`src/rtl/spi_frame_loader_pkg.sv`:
```
// Shared constants for the SPI frame loader: FSM encodings, error counter width
// and the saturating increment used by the error counter.
package spi_frame_loader_pkg;

    localparam int ERR_CNT_W = 4;

    localparam logic [1:0] LDR_IDLE   = 2'b00;
    localparam logic [1:0] LDR_SHIFT  = 2'b01;
    localparam logic [1:0] LDR_COMMIT = 2'b10;
    localparam logic [1:0] LDR_DRAIN  = 2'b11;

    function automatic logic [ERR_CNT_W-1:0] sat_inc(input logic [ERR_CNT_W-1:0] v);
        return (&v) ? v : v + 1'b1;
    endfunction

endpackage

```
`src/rtl/spi_frame_loader_if.sv`:
```
// Serial link plus cache write port of the frame loader; the master side drives
// chip selects, mosi and the processor run request.
import spi_frame_loader_pkg::*;

interface spi_frame_loader_if #(
    parameter int DATA_W = 8,
    parameter int ADDR_W = 4
);
    logic                 csi_n_in;
    logic                 csd_n_in;
    logic                 mosi_in;
    logic                 proc_en_in;
    logic                 wr_en_out;
    logic                 wr_sel_out;
    logic [ADDR_W-1:0]    wr_addr_out;
    logic [DATA_W-1:0]    wr_data_out;
    logic                 busy_out;
    logic                 frame_err_out;
    logic [ERR_CNT_W-1:0] err_cnt_out;
    logic                 miso_out;

    modport master (
        output csi_n_in, csd_n_in, mosi_in, proc_en_in,
        input  wr_en_out, wr_sel_out, wr_addr_out, wr_data_out,
        input  busy_out, frame_err_out, err_cnt_out, miso_out
    );

    modport slave (
        input  csi_n_in, csd_n_in, mosi_in, proc_en_in,
        output wr_en_out, wr_sel_out, wr_addr_out, wr_data_out,
        output busy_out, frame_err_out, err_cnt_out, miso_out
    );
endinterface

```
`src/rtl/spi_frame_loader_frame_shifter.sv`:
```
// Serial-in/parallel-out frame register. load restarts a frame with din at the
// LSB; shift appends din at the LSB; par_load captures a whole word.
module frame_shifter #(
    parameter int W = 12
) (
    input  logic         clk,
    input  logic         rst_n,
    input  logic         load,
    input  logic         shift,
    input  logic         din,
    input  logic         par_load,
    input  logic [W-1:0] par_in,
    output logic [W-1:0] q
);
    always_ff @(posedge clk or negedge rst_n) begin
        if (!rst_n)
            q <= '0;
        else if (par_load)
            q <= par_in;
        else if (load)
            q <= {{(W-1){1'b0}}, din};
        else if (shift)
            q <= {q[W-2:0], din};
    end
endmodule

```
`src/rtl/spi_frame_loader.sv`:
```
// Deserialises 12-bit MSB-first frames into single-cycle icache/dcache writes.
// Optional SPI_FRAME_LOADER_ECHO_EN: miso echoes the last committed frame.
module spi_frame_loader
    import spi_frame_loader_pkg::*;
#(
    parameter int DATA_W = 8,
    parameter int ADDR_W = 4
) (
    input logic               clk,
    input logic               rst_n,
    spi_frame_loader_if.slave bus
);
    localparam int FRAME_W = DATA_W + ADDR_W;
    localparam int CNT_W   = $clog2(FRAME_W + 1);
    localparam logic [CNT_W-1:0] FULL_CNT = CNT_W'(FRAME_W);

    logic [1:0]           state, state_nxt;
    logic [CNT_W-1:0]     cnt;
    logic                 sel;
    logic [FRAME_W-1:0]   frame;
    logic                 sh_load, sh_shift, err;
    logic                 wr_en_q, wr_sel_q, frame_err_q;
    logic [ADDR_W-1:0]    wr_addr_q;
    logic [DATA_W-1:0]    wr_data_q;
    logic [ERR_CNT_W-1:0] err_cnt_q;

    logic csi_lo, csd_lo, both_lo, both_hi, one_lo, own_lo, full;
    assign csi_lo  = !bus.csi_n_in;
    assign csd_lo  = !bus.csd_n_in;
    assign both_lo = csi_lo && csd_lo;
    assign both_hi = !csi_lo && !csd_lo;
    assign one_lo  = csi_lo ^ csd_lo;
    assign own_lo  = sel ? csd_lo : csi_lo;
    assign full    = (cnt == FULL_CNT);

    always_comb begin
        state_nxt = state;
        err       = 1'b0;
        sh_load   = 1'b0;
        sh_shift  = 1'b0;
        case (state)
            LDR_IDLE: begin
                if (!bus.proc_en_in) begin
                    if (both_lo) begin
                        err       = 1'b1;
                        state_nxt = LDR_DRAIN;
                    end else if (one_lo) begin
                        sh_load   = 1'b1;
                        state_nxt = LDR_SHIFT;
                    end
                end
            end
            LDR_SHIFT: begin
                if (both_lo || bus.proc_en_in) begin
                    err       = 1'b1;
                    state_nxt = LDR_DRAIN;
                end else if (both_hi) begin
                    if (full) begin
                        state_nxt = LDR_COMMIT;
                    end else begin
                        err       = 1'b1;
                        state_nxt = LDR_IDLE;
                    end
                end else if (own_lo && !full) begin
                    sh_shift = 1'b1;
                end else begin
                    // overrun, or the chip select swapped mid-frame
                    err       = 1'b1;
                    state_nxt = LDR_DRAIN;
                end
            end
            LDR_COMMIT: state_nxt = LDR_IDLE;
            LDR_DRAIN:  if (both_hi) state_nxt = LDR_IDLE;
            default:    state_nxt = LDR_IDLE;
        endcase
    end

    frame_shifter #(.W(FRAME_W)) u_frame (
        .clk      (clk),
        .rst_n    (rst_n),
        .load     (sh_load),
        .shift    (sh_shift),
        .din      (bus.mosi_in),
        .par_load (1'b0),
        .par_in   ('0),
        .q        (frame)
    );

    always_ff @(posedge clk or negedge rst_n) begin
        if (!rst_n) begin
            state       <= LDR_IDLE;
            cnt         <= '0;
            sel         <= 1'b0;
            wr_en_q     <= 1'b0;
            wr_sel_q    <= 1'b0;
            wr_addr_q   <= '0;
            wr_data_q   <= '0;
            frame_err_q <= 1'b0;
            err_cnt_q   <= '0;
        end else begin
            state       <= state_nxt;
            frame_err_q <= err;
            wr_en_q     <= (state == LDR_COMMIT);
            if (err)
                err_cnt_q <= sat_inc(err_cnt_q);
            if (sh_load) begin
                cnt <= CNT_W'(1);
                sel <= csd_lo;
            end else if (sh_shift) begin
                cnt <= cnt + 1'b1;
            end else if (state_nxt != LDR_SHIFT) begin
                cnt <= '0;
            end
            if (state == LDR_COMMIT) begin
                wr_sel_q  <= sel;
                wr_addr_q <= frame[ADDR_W-1:0];
                wr_data_q <= frame[FRAME_W-1:ADDR_W];
            end
        end
    end

`ifdef SPI_FRAME_LOADER_ECHO_EN
    logic [FRAME_W-1:0] echo;
    logic [CNT_W-1:0]   echo_idx;

    frame_shifter #(.W(FRAME_W)) u_echo (
        .clk      (clk),
        .rst_n    (rst_n),
        .load     (1'b0),
        .shift    (1'b0),
        .din      (1'b0),
        .par_load (state == LDR_COMMIT),
        .par_in   (frame),
        .q        (echo)
    );

    // cnt runs 1..FRAME_W across the SHIFT cycles, selecting MSB first
    assign echo_idx     = FULL_CNT - cnt;
    assign bus.miso_out = (state == LDR_SHIFT && cnt != '0) ? echo[echo_idx] : 1'b0;
`else
    assign bus.miso_out = 1'b0;
`endif

    assign bus.busy_out      = (state != LDR_IDLE);
    assign bus.wr_en_out     = wr_en_q;
    assign bus.wr_sel_out    = wr_sel_q;
    assign bus.wr_addr_out   = wr_addr_q;
    assign bus.wr_data_out   = wr_data_q;
    assign bus.frame_err_out = frame_err_q;
    assign bus.err_cnt_out   = err_cnt_q;
endmodule

```
`src/flat_wrapper.sv`:
```
// flat-port wrapper written by rule: the top's interface ports become plain ports
module spi_frame_loader_flat import spi_frame_loader_pkg::*;
#(
    parameter int DATA_W = 8,
    parameter int ADDR_W = 4
)
  (clk, rst_n, bus_csi_n_in, bus_csd_n_in, bus_mosi_in, bus_proc_en_in, bus_wr_en_out, bus_wr_sel_out, bus_wr_addr_out, bus_wr_data_out, bus_busy_out, bus_frame_err_out, bus_err_cnt_out, bus_miso_out);
  spi_frame_loader_if #(.DATA_W(DATA_W), .ADDR_W(ADDR_W)) bus_i ();
  input logic clk;
  input logic rst_n;
  input wire logic [$bits(bus_i.csi_n_in)-1:0] bus_csi_n_in;
  input wire logic [$bits(bus_i.csd_n_in)-1:0] bus_csd_n_in;
  input wire logic [$bits(bus_i.mosi_in)-1:0] bus_mosi_in;
  input wire logic [$bits(bus_i.proc_en_in)-1:0] bus_proc_en_in;
  output wire logic [$bits(bus_i.wr_en_out)-1:0] bus_wr_en_out;
  output wire logic [$bits(bus_i.wr_sel_out)-1:0] bus_wr_sel_out;
  output wire logic [$bits(bus_i.wr_addr_out)-1:0] bus_wr_addr_out;
  output wire logic [$bits(bus_i.wr_data_out)-1:0] bus_wr_data_out;
  output wire logic [$bits(bus_i.busy_out)-1:0] bus_busy_out;
  output wire logic [$bits(bus_i.frame_err_out)-1:0] bus_frame_err_out;
  output wire logic [$bits(bus_i.err_cnt_out)-1:0] bus_err_cnt_out;
  output wire logic [$bits(bus_i.miso_out)-1:0] bus_miso_out;
  assign bus_i.csi_n_in = bus_csi_n_in;
  assign bus_i.csd_n_in = bus_csd_n_in;
  assign bus_i.mosi_in = bus_mosi_in;
  assign bus_i.proc_en_in = bus_proc_en_in;
  assign bus_wr_en_out = bus_i.wr_en_out;
  assign bus_wr_sel_out = bus_i.wr_sel_out;
  assign bus_wr_addr_out = bus_i.wr_addr_out;
  assign bus_wr_data_out = bus_i.wr_data_out;
  assign bus_busy_out = bus_i.busy_out;
  assign bus_frame_err_out = bus_i.frame_err_out;
  assign bus_err_cnt_out = bus_i.err_cnt_out;
  assign bus_miso_out = bus_i.miso_out;
  spi_frame_loader #(.DATA_W(DATA_W), .ADDR_W(ADDR_W)) u_core (.clk(clk), .rst_n(rst_n), .bus(bus_i));
endmodule
```
`config.mk`:
```
export PLATFORM = sky130hd
export DESIGN_NAME = spi_frame_loader_flat
export DESIGN_NICKNAME = d
export VERILOG_FILES = /design/src/rtl/spi_frame_loader_pkg.sv /design/src/rtl/spi_frame_loader_if.sv /design/src/rtl/spi_frame_loader_frame_shifter.sv /design/src/rtl/spi_frame_loader.sv /design/src/flat_wrapper.sv
export SDC_FILE = /design/constraint.sdc
export NUM_CORES = 1
export LEC_CHECK = 0
export CORE_ASPECT_RATIO = 0.75
export CORE_MARGIN = 2
export CORE_UTILIZATION = 52
export CTS_CLUSTER_SIZE = 24
export DETAILED_ROUTE_END_ITERATION = 7
export HOLD_SLACK_MARGIN = 0.15
export PLACE_DENSITY = 0.87
export SLEW_MARGIN = 5
export SYNTH_ARGS = -nofsm -noshare
export SYNTH_HDL_FRONTEND = slang
export SYNTH_SLANG_ARGS = --single-unit
```
`constraint.sdc`:
```
create_clock -name clk -period 2.2 [get_ports clk]
set_clock_uncertainty 0.15 [all_clocks]
set_input_delay 0.55 -clock clk [delete_from_list [all_inputs] [get_ports clk]]
set_output_delay 0.55 -clock clk [all_outputs]
set_load 0.01 [all_outputs]
```
==> run_results.csv, run 1 <==
group,metric,value,unit
critical_path,required,2.23,ns
clocking,clk_pin_slew,0.07,ns
routing,routedWlPerCell,16.75,um
synth,synthMuxAreaShare,0.1167,
power_and_ir_drop,p_leak,1.035,nW
grt,grt_overflow,0,
sta,setup_viol,0,
synth,syn_area,1629,sq um
routing,vias_per_cell,5.500,
synth,ys_top_cells_by_area,"dfrtp_1, mux2_1, a22o_1, ha_1, mux2_2",
sta,finalSetupTns,0,ns
synth,synth_area_leader_cell,"dfrtp_1",
routing,vias,1133,
routing,drcViolationCount,0,
synth,postSynthCellCount,125,
power_and_ir_drop,vdd_drop_max,677.5,uV
clocking,hold_buffers,0,
sta,fmax,0.4936,GHz
clocking,cts_tree,"built",
critical_path,endpoint_kind,"flop",
finish,syn2layout_area_growth,30.34,%
grt,grt_use_total,0.2267,
synth,syn_area_per_cell,13.03,sq um
sta,tightest_slew,0.6261,ns
routing,drt_pass1_iterations,4,
finish,fill_cells,204,
clocking,cts_made_buffers,5,
critical_path,critPathMaxFanout,5,
place,place_congestion,0.8218,
floorplanning,pin_count,27,
grt,first_global_vias,1216,
synth,ys_seq_area_frac,0.5837,
floorplanning,die_area,3601,sq um
finish,n_antenna_cell,0,
clocking,clk_path_buf_depth,2,
synth,synth_fa_ha_area_frac,0.03840,
sta,relSlewSlack,0.5816,
routing,antenna_left,0,
clocking,clock_latency,0.29,ns
worst_hold_path,hp-class,"input port to asynchronous set/reset pin",
run_status,status,"finished clean",
grt,grt_pass1_wl,5658,um
finish,layout-drive-gt1-share,0.2381,
clocking,cts-root-buf,"clkbuf_8",
critical_path,critPathArrivalTime,2.05,ns
grt,antenna_found_initial,0,
synth,yosys_warnings,0,
finish,final_nets,180,
routing,routed_wirelength,3450,um
sta,fin_crit_sh,0.9209,
synth,syn-num-nets,136,
floorplanning,num_rows,17,
finish,post-route-util,0.7182,
floorplanning,coreArea,2957,sq um
critical_path,crit_type,"flop to flop",
routing,drtIter0Drc,77,
grt,grt_start_max_net_pins,39,
clocking,htreeDepth,2,
synth,synth_compound_gate_area_share,0.1068,
sta,slew_viol_final,0,
floorplanning,start_util,0.5510,
synth,synth-seq-cells,38,
sta,rsz0062_at_grt,"false",
sta,min_period,2.026,ns
floorplanning,fp.dieW,68.63,um
synth,synth_top_family_by_area,"multiplexers",
synth,synth_top_area_frac,0.5837,
clocking,cts.sinks,38,
critical_path,cp-start-kind,"flop",
synth,ys_types,35,
place,portBuffers,25,
place,place_hpwl,2361,um
run,cap_violations,0,
synth,yosys.area_share.simple,0.09370,
sta,hold_violations,0,
floorplanning,die_h,52.48,um
synth,synth_xor_area_frac,0.01613,
power_and_ir_drop,p_per_area,1102,nW/um^2
==> what timing repair did <==
item                                    in CTS  in global routing
buffers inserted                             1                  1
pin swaps                                    0                  2
endpoints found under the setup margin      15                 15
gates resized for setup                      7                  4
gates cloned                                 0                  1
==> critical path, stage by stage, from the launching register on <==
cell and delay, ns:
dfrtp_1 0.39, inv_1 0.06, ha_1 0.20, nand3_1 0.16
nand2_2 0.11, nor4_4 0.32, o21ai_2 0.15, buf_4 0.18
a22o_1 0.18
==> layer usage <==
layer	GRT usage	routed length, um
met5	0	0
met4	0.09333	80
met3	0.08602	153
met2	0.3702	1719
met1	0.2675	1497
==> cell usage in the layout, fill, tap and decap left out, types with 3 or more instances in the layout <==
master and count:
dfrtp_1 37, mux2_1 12, mux2_2 4, nand3_1 5, clkdlybuf4s50_1 21, nand2_1 6
clkbuf_8 6, a22o_1 11, buf_4 15, inv_1 7, ha_1 4, and3_1 3
==> per-stage QoR <==
step / cell area [sq um] / hold slack, ns / power (mW) / setup WS (ns) / instances
after floorplan: 1629 / 0.1044 / 1.427 / 0.2652 / 125
after global placement: 1981 / 0.3248 / 1.776 / -0.2844 / 197
after detailed placement: 1981 / 0.3339 / 1.836 / -0.4162 / 197
after CTS: 2091 / 0.1620 / 2.318 / 0.02052 / 204
after global routing: 2123 / 0.1747 / 2.487 / 0.08366 / 206
final: 2123 / 0.1393 / 2.340 / 0.1741 / 206
==> registers in the layout, summed over array words and instances, names as in the netlist <==
register,cells
u_core.u_frame.q,12
u_core.bus.wr_data_out,8
u_core.bus.err_cnt_out,4
u_core.bus.wr_addr_out,4
u_core.cnt,4
u_core.state,2
u_core.bus.frame_err_out,1
u_core.bus.wr_en_out,1
u_core.bus.wr_sel_out,1
u_core.sel,1
==> cells in the mapped netlist <==
library cell  instances
xor2_1                1
a22o_1               11
a21oi_1               3
a221oi_1              1
conb_1                1
o21ai_0               2
nor2b_1               2
o211a_2               1
buf_6                 1
xnor2_1               2
nor4_4                1
a2bb2oi_1             1
o21ai_2               1
inv_1                 7
buf_2                 1
o21ai_1               2
ha_1                  5
mux2_2                4
nor2_1                1
nand4_1               1
or2_2                 1
and2_4                1
nand2_1               7
buf_4                 1
buf_8                 1
nand2b_1              2
nor2_2                1
nor3_1                1
and3_1                3
inv_2                 1
a31oi_1               1
dfrtp_1              38
nand3_1               5
mux2_1               12
mux2i_1               1
==> layout make-up <==
| type | count | area, sq um | share of cell area |
|---|---|---|---|
| clock buffer | 6 | 82.58 | 0.03889 |
| inverter | 8 | 30.03 | 0.01414 |
| multi-input combinational | 76 | 653.1 | 0.3076 |
| sequential | 38 | 952.2 | 0.4484 |
| tap | 38 | 47.55 | 0.02239 |
| timing repair buffer | 40 | 357.8 | 0.1685 |
==> cells by family (layout without fill, tap and decap cells) <==
kind of cell | after synthesis | after routing
compound gates | 23 | 23
xor+xnor | 3 | 3
fa+ha+maj | 5 | 5
buf+inv | 12 | 54
flops | 38 | 38
mux | 17 | 17
other cells | 1 | 1
simple gates | 26 | 27
==> power by group <==
group	total (mW)	switching [mW]	internal [mW]	leakage (nW)
Sequential	1.00	0.143	0.860	0.504
Combinational	0.870	0.388	0.482	0.488
Clock	0.468	0.226	0.241	0.0431
Total	2.34	0.757	1.58	1.04
==> path summary, 6_finish.rpt <==
| kind | from | end | slack, ns | depth (start not counted) |
|---|---|---|---|---|
| setup / recovery | u_core.cnt[0] | u_core.u_frame.q[3] | 0.17 | 8 |
| min in group clk | u_core.bus.wr_data_out[6] | u_core.bus.wr_data_out[6] | 0.34 | 1 |
| setup reg to reg | u_core.cnt[0] | u_core.u_frame.q[3] | 0.17 | 8 |
| hold / removal | rst_n | u_core.bus.wr_en_out | 0.14 | 2 |
| hold reg to reg | u_core.bus.wr_data_out[6] | u_core.bus.wr_data_out[6] | 0.34 | 1 |
| max in group asynchronous | rst_n | u_core.state[1] | 1.42 | 2 |
Note: power is estimated with default switching activity, not from simulation.
==> inputs of run 2 (changes only) <==
--- a/config.mk
+++ b/config.mk
@@ -7,11 +7,12 @@
 export LEC_CHECK = 0
 export CORE_ASPECT_RATIO = 0.75
 export CORE_MARGIN = 2
-export CORE_UTILIZATION = 52
+export CORE_UTILIZATION = 60
 export CTS_CLUSTER_SIZE = 24
 export DETAILED_ROUTE_END_ITERATION = 7
+export DONT_BUFFER_PORTS = 1
 export HOLD_SLACK_MARGIN = 0.15
-export PLACE_DENSITY = 0.87
+export PLACE_DENSITY = 0.85
 export SLEW_MARGIN = 5
 export SYNTH_ARGS = -nofsm -noshare
 export SYNTH_HDL_FRONTEND = slang
==> run 2 against run 1 <==
Largest cell class unchanged. Sequential share of layout area rose by 9.5 points. Worst hold slack better by 0.044 ns. Design area fell by 18%. First-iteration DRC count increased by 14%. Clock power down 21%. Critical path type unchanged. Non-clock buffer count decreased by 35. Die area decreased by 12%. Register-to-register slack better by 0.11 ns. Total power down 19%. Routed wire length decreased by 25%. Critical path depth shrank 1.
==> run_results.csv, run 2 (synthesis results as in run 1) <==
group,metric,value,unit
critical_path,rr_endpoint,"u_core.u_frame.q[0]",
routing,drtIter0Drc,88,
clocking,cts_made_buffers,5,
grt,grt_use_total,0.1949,
grt,antenna_found_initial,0,
finish,fill_cells,193,
finish,largest_register_ffs,12,
finish,mostFrequentLayoutCells,"dfrtp_1, mux2_1, a22o_1",
routing,routed_wirelength,2590,um
clocking,cts-root-buf,"clkbuf_4",
critical_path,reg2reg_setup_slack,0.29,ns
routing,vias_per_cell,5.818,
run,cap_violations,0,
routing,drt_pass1_iterations,4,
routing,routedWlPerCell,15.24,um
critical_path,cp-start-kind,"flop",
clocking,clk_path_buf_depth,2,
sta,tightest_slew,0.5586,ns
run_status,status,"finished clean",
critical_path,reg2reg_from,"u_core.cnt[0]",
power_and_ir_drop,p_per_area,1088,nW/um^2
sta,fin_ws,0.2889,ns
power_and_ir_drop,vdd_drop_max,632.4,uV
critical_path,endpoint_kind,"flop",
grt,grt_start_max_net_pins,39,
sta,fmax,0.5233,GHz
power_and_ir_drop,p_leak,0.8768,nW
routing,drcViolationCount,0,
sta,fin_crit_sh,0.8687,
sta,rsz0062_at_grt,"false",
floorplanning,die_area,3152,sq um
grt,first_global_vias,985,
sta,relSlewSlack,0.6267,
critical_path,critPathMaxFanout,7,
critical_path,crit_type,"flop to flop",
clocking,htreeDepth,2,
place,place_hpwl,1793,um
floorplanning,fp.dieW,64.17,um
clocking,clk_pin_slew,0.10,ns
routing,antenna_left,0,
floorplanning,die_h,49.13,um
sta,setup_viol,0,
critical_path,critPathArrivalTime,1.99,ns
sta,finalSetupTns,0,ns
worst_hold_path,hold_path.startpoint,"bus_mosi_in",
worst_hold_path,whs_endpoint,"u_core.u_frame.q[0]",
worst_hold_path,hp-class,"input port to flop",
finish,layout-drive-gt1-share,0.1567,
critical_path,required,2.28,ns
clocking,cts.sinks,38,
worst_hold_path,whs_path_depth,1,
floorplanning,coreArea,2603,sq um
sta,hold_violations,0,
floorplanning,start_util,0.6260,
place,place_congestion,0.8222,
grt,grt_pass1_wl,4581,um
floorplanning,num_rows,16,
sta,slew_viol_final,0,
floorplanning,pin_count,27,
finish,mostFrequentLayoutCell,"dfrtp_1",
sta,min_period,1.911,ns
finish,final_nets,144,
finish,n_antenna_cell,0,
critical_path,worstRegToRegCells,7,
clocking,clock_latency,0.35,ns
grt,grt_overflow,0,
clocking,cts_tree,"built",
place,portBuffers,0,
place,dp_slack,0.1653,ns
routing,vias,989,
finish,regMostFlops,"u_core.u_frame.q",
finish,syn2layout_area_growth,7.450,%
-- run 2: cell types whose count changed in the layout (fill, tap and decap cells not counted), sizes merged --
cell | previous run | this run
clkdlybuf4s50 | 21 | 0
buf | 16 | 3
dlygate4sd3 | 0 | 2
and2 | 2 | 1
dlymetal6s2s | 1 | 0
dlygate4sd2 | 2 | 0
clkbuf | 6 | 7
clkinv | 0 | 1
-- run 2: worst max path at each step --
stage                     slack (ns)     startpoint  depth (start not counted)                   endpoint
final                           0.29  u_core.cnt[0]                          7        u_core.u_frame.q[0]
after global routing            0.16  u_core.cnt[0]                          8       u_core.u_frame.q[11]
after CTS                       0.28  u_core.cnt[0]                          8       u_core.u_frame.q[11]
after detailed placement        0.17   bus_csd_n_in                          7  u_core.bus.err_cnt_out[3]
after global placement          0.21   bus_csd_n_in                          7  u_core.bus.err_cnt_out[3]
after floorplan                 0.27   bus_csd_n_in                          7  u_core.bus.err_cnt_out[1]
-- run 2: layout make-up --
cell class                 count  area (sq um)  area share
sequential                    38         950.9      0.5432
clock buffer                   7         55.05     0.03145
timing repair buffer           5         55.05     0.03145
tap                           36         45.04     0.02573
multi-input combinational     75         609.3      0.3481
clock inverter                 1         5.005    0.002859
inverter                       8         30.03     0.01716
-- run 2: per-layer routing --
layer / track usage / routed length, um / vias up
met4: 0.09574 / 63 / 0
met2: 0.2865 / 1140 / 27
li1: - / - / 458
met1: 0.2587 / 1213 / 496
met3: 0.06928 / 173 / 8
met5: 0 / 0 / -
-- run 2: stage by stage --
stage	util	power (mW)	instances	hold WS (ns)	area, sq um
after detailed placement	0.6341	1.532	159	0.1053	1650
after global routing	0.6726	2.039	170	0.1809	1750
after floorplan	-	1.427	125	0.1044	1629
after global placement	0.6341	1.497	159	0.1054	1650
after CTS	0.6726	1.925	170	0.1763	1750
final	0.6726	1.905	170	0.1832	1750
-- run 2: worst max-delay path, stage by stage (launching register included) --
cell and delay, ns:
dfrtp_1 0.44, inv_1 0.07, ha_1 0.13, nand3_1 0.14, nand2_1 0.17, nor4_4 0.05, o21ai_2 0.30, mux2_1 0.35
-- run 2: power by group --
part	total (mW)	switching, mW	internal, mW
sequential	1.06	0.202	0.857
clock	0.371	0.216	0.155
combinational	0.476	0.243	0.233
total	1.90	0.660	1.24
-- run 2: repair_timing --
action | 4_1_cts | 5_1_grt
setup buffers | 0 | 0
hold endpoints to repair | 39 | 0
hold buffers | 3 | 0
gates resized for setup | 0 | 0
==> inputs of run 3 (changes only) <==
--- a/config.mk
+++ b/config.mk
@@ -8,11 +8,13 @@
 export CORE_ASPECT_RATIO = 0.75
 export CORE_MARGIN = 2
 export CORE_UTILIZATION = 60
+export CTS_CLUSTER_DIAMETER = 100
 export CTS_CLUSTER_SIZE = 24
 export DETAILED_ROUTE_END_ITERATION = 7
 export DONT_BUFFER_PORTS = 1
 export HOLD_SLACK_MARGIN = 0.15
 export PLACE_DENSITY = 0.85
+export SETUP_SLACK_MARGIN = 0.05
 export SLEW_MARGIN = 5
 export SYNTH_ARGS = -nofsm -noshare
 export SYNTH_HDL_FRONTEND = slang
==> results of run 3 <==
Same layout as run 2: the final DEF is identical, and so are final timing and power.
==> RTL edit 1, RTL diff (flow settings as in run 1) <==
Reset style: synchronous (`rst_n`), changed in 2 clocked blocks.
--- a/src/rtl/spi_frame_loader_frame_shifter.sv
+++ b/src/rtl/spi_frame_loader_frame_shifter.sv
@@ -13,5 +13,5 @@
     output logic [W-1:0] q
 );
-    always_ff @(posedge clk or negedge rst_n) begin
+    always_ff @(posedge clk) begin
         if (!rst_n)
             q <= '0;
--- a/src/rtl/spi_frame_loader.sv
+++ b/src/rtl/spi_frame_loader.sv
@@ -87,5 +87,5 @@
     );
 
-    always_ff @(posedge clk or negedge rst_n) begin
+    always_ff @(posedge clk) begin
         if (!rst_n) begin
             state       <= LDR_IDLE;
Check against the original RTL: differs if rst_n is asserted again (counterexample within 4 cycles, from zero or initial values and one cycle with rst_n low); with rst_n held inactive, the same outputs for 10 cycles.
==> RTL edit 1 against run 1 <==
- synthesized area is 2.1% lower
- worst setup slack worse by 0.070 ns
- routed wire length is 0.43% higher
- first-iteration DRC count is 35% lower
- design area is 0.12% higher
- sequential cell count stayed put
- highest routed layer unchanged
Power is not compared: it rests on default switching activity, and its combinational part moved more than twofold at a synthesized area within 25%.
==> RTL edit 1: results (changes against run 1) <==
status: "complete, no violations"  # unchanged
wirelength_met1_um: 1570  # was 1500 um
post_drt_wl_per_cell_um: 13.5  # was 16.7 um
met2_usage: 0.369  # was 0.370
place.gp.congestion: 0.826  # was 0.822
drive_gt1_frac: 0.201  # was 0.238
grt_use_met3: 0.0736  # was 0.0860
route.vias.total: 1371  # was 1133
post-place-ws_ns: -0.564  # was -0.416 ns
grt_pass1_wl_um: 5780  # was 5660 um
synth_cell_type_count: 34  # was 35
timing.rr.start: "u_core.cnt[0]"  # unchanged
r2r_cells: 7  # was 8
ys_top_cells_by_count: "38 x dfxtp_1, 33 x nand2_1, 17 x a21oi_1"  # was 38 x dfrtp_1, 12 x mux2_1, 11 x a22o_1
dp_hpwl_um: 2560  # was 2360 um
track_usage: 0.225  # was 0.227
regToRegSetupSlack_ns: 0.10  # was 0.17 ns
post_dp_cell_area_sq_mm: 0.00201  # was 0.00198 sq mm
grt_max_degree: 15  # was 39
first_global_vias: 1299  # was 1216
routed_wl_um: 3470  # was 3450 um
syn_nets: 188  # was 136
synthTopCellsByArea: "dfxtp_1 48%, mux2i_1 8.2%, nand2_1 7.8%, a21oi_1 5.3%, ha_1 3.9%"  # was dfrtp_1 58%, mux2_1 8.3%, a22o_1 5.9%, ha_1 3.8%, mux2_2 2.8%
min_path_type: "flop to flop"  # was primary input to asynchronous set/reset pin
worstPathArrival_ns: 2.17  # was 2.05 ns
ys_async_sr_fraction: 0  # was 1.00
nFillCells: 211  # was 204
[RTL edit 1: cell types whose count changed in the layout (fill, tap and decap cells not counted), moves of 4 or more]
cell and delta:
nor2_1 +13, a21oi_1 +15, dfrtp_1 -37, mux2_1 -12, mux2i_1 +13, dfxtp_1 +36, a22o_1 -11, nor3_1 +4
nand3_1 -5, nor2_2 +7, nand2_1 +26
[RTL edit 1: cell families after synthesis]
| group | Yosys count | synth area share |
|---|---|---|
| compound gates | 29 | 0.110 |
| xor+xnor | 1 | 0.00549 |
| fa+ha+maj | 5 | 0.0392 |
| buf+inv | 14 | 0.0408 |
| flops | 38 | 0.477 |
| mux | 14 | 0.0886 |
| other cells | 1 | 0.00235 |
| simple gates | 75 | 0.237 |
[RTL edit 1: repair_timing]
item                                    CTS  global route
endpoints found under the setup margin   22            14
pin swaps                                 2             1
gates resized for setup                  11             3
[RTL edit 1: worst max-delay path by stage]
stage | endpoint | slack, ns | start | cells after the start
after global placement | u_core.cnt[2] | -0.49 | bus_csd_n_in | 7
after CTS | u_core.cnt[2] | 0.001 | bus_csd_n_in | 7
after floorplan | u_core.u_frame.q[1] | -0.07 | bus_csd_n_in | 6
after detailed placement | u_core.bus.err_cnt_out[3] | -0.56 | bus_csd_n_in | 9
after global routing | u_core.bus.err_cnt_out[1] | 0.008 | u_core.cnt[0] | 7
final | u_core.bus.err_cnt_out[1] | 0.10 | u_core.cnt[0] | 7
[RTL edit 1: through the flow]
| step | TNS, ns | hold WS [ns] | power (W) |
|---|---|---|---|
| floorplan | -0.651 | 0.281 | 0.000827 |
| CTS | 0 | 0.308 | 0.00150 |
| finish | 0 | 0.306 | 0.00150 |
| global placement | -9.50 | 0.293 | 0.000900 |
| detailed placement | -10.97 | 0.298 | 0.000909 |
| global route | 0 | 0.330 | 0.00156 |
[RTL edit 1: critical path, cell delays in order (launching register included)]
cell and delay, ns:
dfxtp_1 0.38, inv_1 0.07, ha_1 0.21, and3_1 0.25
and3_1 0.21, a211o_1 0.32, a31oi_2 0.23, mux2i_1 0.21
[RTL edit 1: layout make-up]
class / instances / area (sq um) / area share
Clock buffer: 6 / 82.6 / 0.0388
Clock inverter: 1 / 30.0 / 0.0141
Inverter: 7 / 26.3 / 0.0124
Multi-Input combinational cell: 125 / 797 / 0.375
Sequential cell: 38 / 763 / 0.359
Tap cell: 38 / 47.5 / 0.0224
Timing Repair Buffer: 42 / 379 / 0.178
[RTL edit 1: power by group through the flow]
stage	clock network (W)	logic (W)	registers, W
global placement	0	0.000168	0.000732
CTS	0.000613	0.000174	0.000718
floorplan	0	0.0000944	0.000733
global route	0.000643	0.000195	0.000722
detailed placement	0	0.000175	0.000734
finish	0.000600	0.000176	0.000719
==> RTL edit 2, RTL diff (flow settings as in run 1) <==
Without the edit above. `ADDR_W` is set to 4 in 3 places; all go to 2.
--- a/src/rtl/spi_frame_loader_if.sv
+++ b/src/rtl/spi_frame_loader_if.sv
@@ -5,5 +5,5 @@
 interface spi_frame_loader_if #(
     parameter int DATA_W = 8,
-    parameter int ADDR_W = 4
+    parameter int ADDR_W = 2
 );
     logic                 csi_n_in;
--- a/src/rtl/spi_frame_loader.sv
+++ b/src/rtl/spi_frame_loader.sv
@@ -5,5 +5,5 @@
 #(
     parameter int DATA_W = 8,
-    parameter int ADDR_W = 4
+    parameter int ADDR_W = 2
 ) (
     input logic               clk,
--- a/src/flat_wrapper.sv
+++ b/src/flat_wrapper.sv
@@ -3,5 +3,5 @@
 #(
     parameter int DATA_W = 8,
-    parameter int ADDR_W = 4
+    parameter int ADDR_W = 2
 )
   (clk, rst_n, bus_csi_n_in, bus_csd_n_in, bus_mosi_in, bus_proc_en_in, bus_wr_en_out, bus_wr_sel_out, bus_wr_addr_out, bus_wr_data_out, bus_busy_out, bus_frame_err_out, bus_err_cnt_out, bus_miso_out);
Ports: changed (resized bus_wr_addr_out); port bits go from 27 to 25. The function was not compared with the original's and may differ.
==> RTL edit 2 against run 1 <==
- total power rose by 6.3%
- worst setup slack got worse by 0.076 ns
- synthesized area decreased by 6.8%
- routed wire length decreased by 9.4%
- sequential cell count is 4 lower
- largest power group unchanged
- non-clock buffer count decreased by 3
- combinational power is 2.6% lower
- design area is 4.1% lower
==> RTL edit 2: results (changes against run 1) <==
status: "complete, no violations"  # unchanged
clkSlewWorstSetupHoldPaths_ns: 0.07  # about the same
relSlewSlack: 0.589  # was 0.582
post-place-ws_ns: -0.538  # was -0.416 ns
grt_pass1_wl_um: 5320  # was 5660 um
synth_cell_type_count: 34  # was 35
cts_root_buffer: "clkbuf_8"  # unchanged
yosysSeqAreaShare: 0.560  # was 0.584
critPathSlowestCell: "or4_4"  # was dfrtp_1
max_stage_delay_ns: 0.44  # was 0.39 ns
vias_per_cell: 5.43  # was 5.50
place.gp.congestion: 0.823  # was 0.822
grt_use_met3: 0.0516  # was 0.0860
dr.pass1.iters: 4  # unchanged
cts_max_level: 2  # unchanged
cts_setup_buffers: 0  # was 1
nFillCells: 165  # was 204
num_antenna_cells: 0  # unchanged
dp_hpwl_um: 2160  # was 2360 um
yosys_warnings: 0  # unchanged
io_buffer_count: 23  # was 25
ys.flop_type: "dfrtp_1"  # unchanged
hold_start: "u_core.bus.wr_data_out[7]"
worstPathArrival_ns: 2.12  # was 2.05 ns
peakVddDrop_mv: 0.757  # was 0.677 mV
min_path_type: "flop to flop"  # was primary input to asynchronous set/reset pin
crit_start: "bus_proc_en_in"  # was u_core.cnt[0]
grt_use_met1: 0.244  # was 0.268
met2_usage: 0.377  # was 0.370
ant_nets: 0  # unchanged
first_global_vias: 1217  # was 1216
track_usage: 0.216  # was 0.227
worstSkewPairLatency_ns: 0.29  # about the same
regMostFlops: "u_core.u_frame.q"  # unchanged
critPathMaxFanout: 2  # was 5
finalNetCount: 185  # was 180
ys_top_cells_by_count: "34 x dfrtp_1, 22 x nand2_1, 13 x mux2_2"  # was 38 x dfrtp_1, 12 x mux2_1, 11 x a22o_1
largest_register_ffs: 10  # was 12
antenna_found_initial: 0  # unchanged
grt_max_degree: 35  # was 39
leakagePower_nw: 0.983  # was 1.04 nW
path_delay_family: "simple AND/OR/NAND/NOR gates"  # unchanged
routed_wl_um: 3120  # was 3450 um
first_iter_violations: 60  # was 77
drive_gt1_frac: 0.274  # was 0.238
clockBufferDepth: 2  # unchanged
ys_async_sr_fraction: 1.00  # unchanged
cts_buffers: 5  # unchanged
syn_nets: 146  # was 136
synthTopCellsByArea: "dfrtp_1 56%, mux2_2 9.6%, nand2_1 5.4%, ha_1 4.1%, nand3_1 4.0%"  # was dfrtp_1 58%, mux2_1 8.3%, a22o_1 5.9%, ha_1 3.8%, mux2_2 2.8%
RTL edit 2: path summary, 6_finish.rpt:
| kind | endpoint | cells after the start | slack [ns] |
|---|---|---|---|
| hold / removal | u_core.bus.wr_data_out[7] | 1 | 0.36 |
| setup / recovery | u_core.u_frame.q[0] | 5 | 0.1 |
| min in group asynchronous | u_core.bus.wr_addr_out[1] | 2 | 0.51 |
| setup reg to reg | u_core.u_frame.q[0] | 7 | 0.13 |
| hold reg to reg | u_core.bus.wr_data_out[7] | 1 | 0.36 |
| max in group asynchronous | u_core.state[1] | 2 | 1.08 |
RTL edit 2: area by class of cell:
class / instances / area share
tap: 36 / 0.0221
multi-input combinational: 91 / 0.318
timing repair buffer: 37 / 0.163
inverter: 5 / 0.00921
sequential: 34 / 0.418
clock inverter: 2 / 0.0295
clock buffer: 6 / 0.0405
RTL edit 2: cell families after synthesis:
kind of cell	share of synthesized area
simple gates	0.190
flops	0.560
mux	0.110
compound gates	0.0428
buf+inv	0.0354
fa+ha+maj	0.0412
xor+xnor	0.0173
other cells	0.00247
RTL edit 2: power by group:
group / total [W] / switching (W) / leakage (nW) / internal [W]
Clock: 0.000718 / 0.000235 / 0.0714 / 0.000483
Sequential: 0.000923 / 0.000132 / 0.447 / 0.000791
Combinational: 0.000847 / 0.000373 / 0.464 / 0.000475
Total: 0.00249 / 0.000740 / 0.983 / 0.00175
RTL edit 2: stage by stage:
stage,hold slack [ns],total power [W],utilization,std cells,cell area (sq um)
finish,0.356,0.00249,0.754,211,2040
global route,0.374,0.00261,0.754,211,2040
CTS,0.356,0.00250,0.754,211,2040
detailed placement,0.336,0.00178,0.693,203,1870
global placement,0.325,0.00172,0.693,203,1870
floorplan,0.104,0.00136,-,135,1530
RTL edit 2: layer usage:
layer / routed length, um / vias up
met2: 1700 / 24
li1: - / 535
met1: 1250 / 575
met5: 0 / -
met3: 102 / 11
met4: 72 / 0
RTL edit 2: worst register-to-register path, cell delays in order, from the launching register on:
cell and delay (ns):
dfrtp_1 0.41, inv_1 0.07, ha_1 0.22, nand3b_2 0.13
nand2_1 0.09, or4_4 0.50, nand2_2 0.08, mux2_1 0.32
RTL edit 2: what timing repair did:
item                       in CTS  in global routing
hold endpoints to repair        0                  0
resized for setup               9                  0
hold buffers                    0                  0
setup endpoints to repair      19                  0
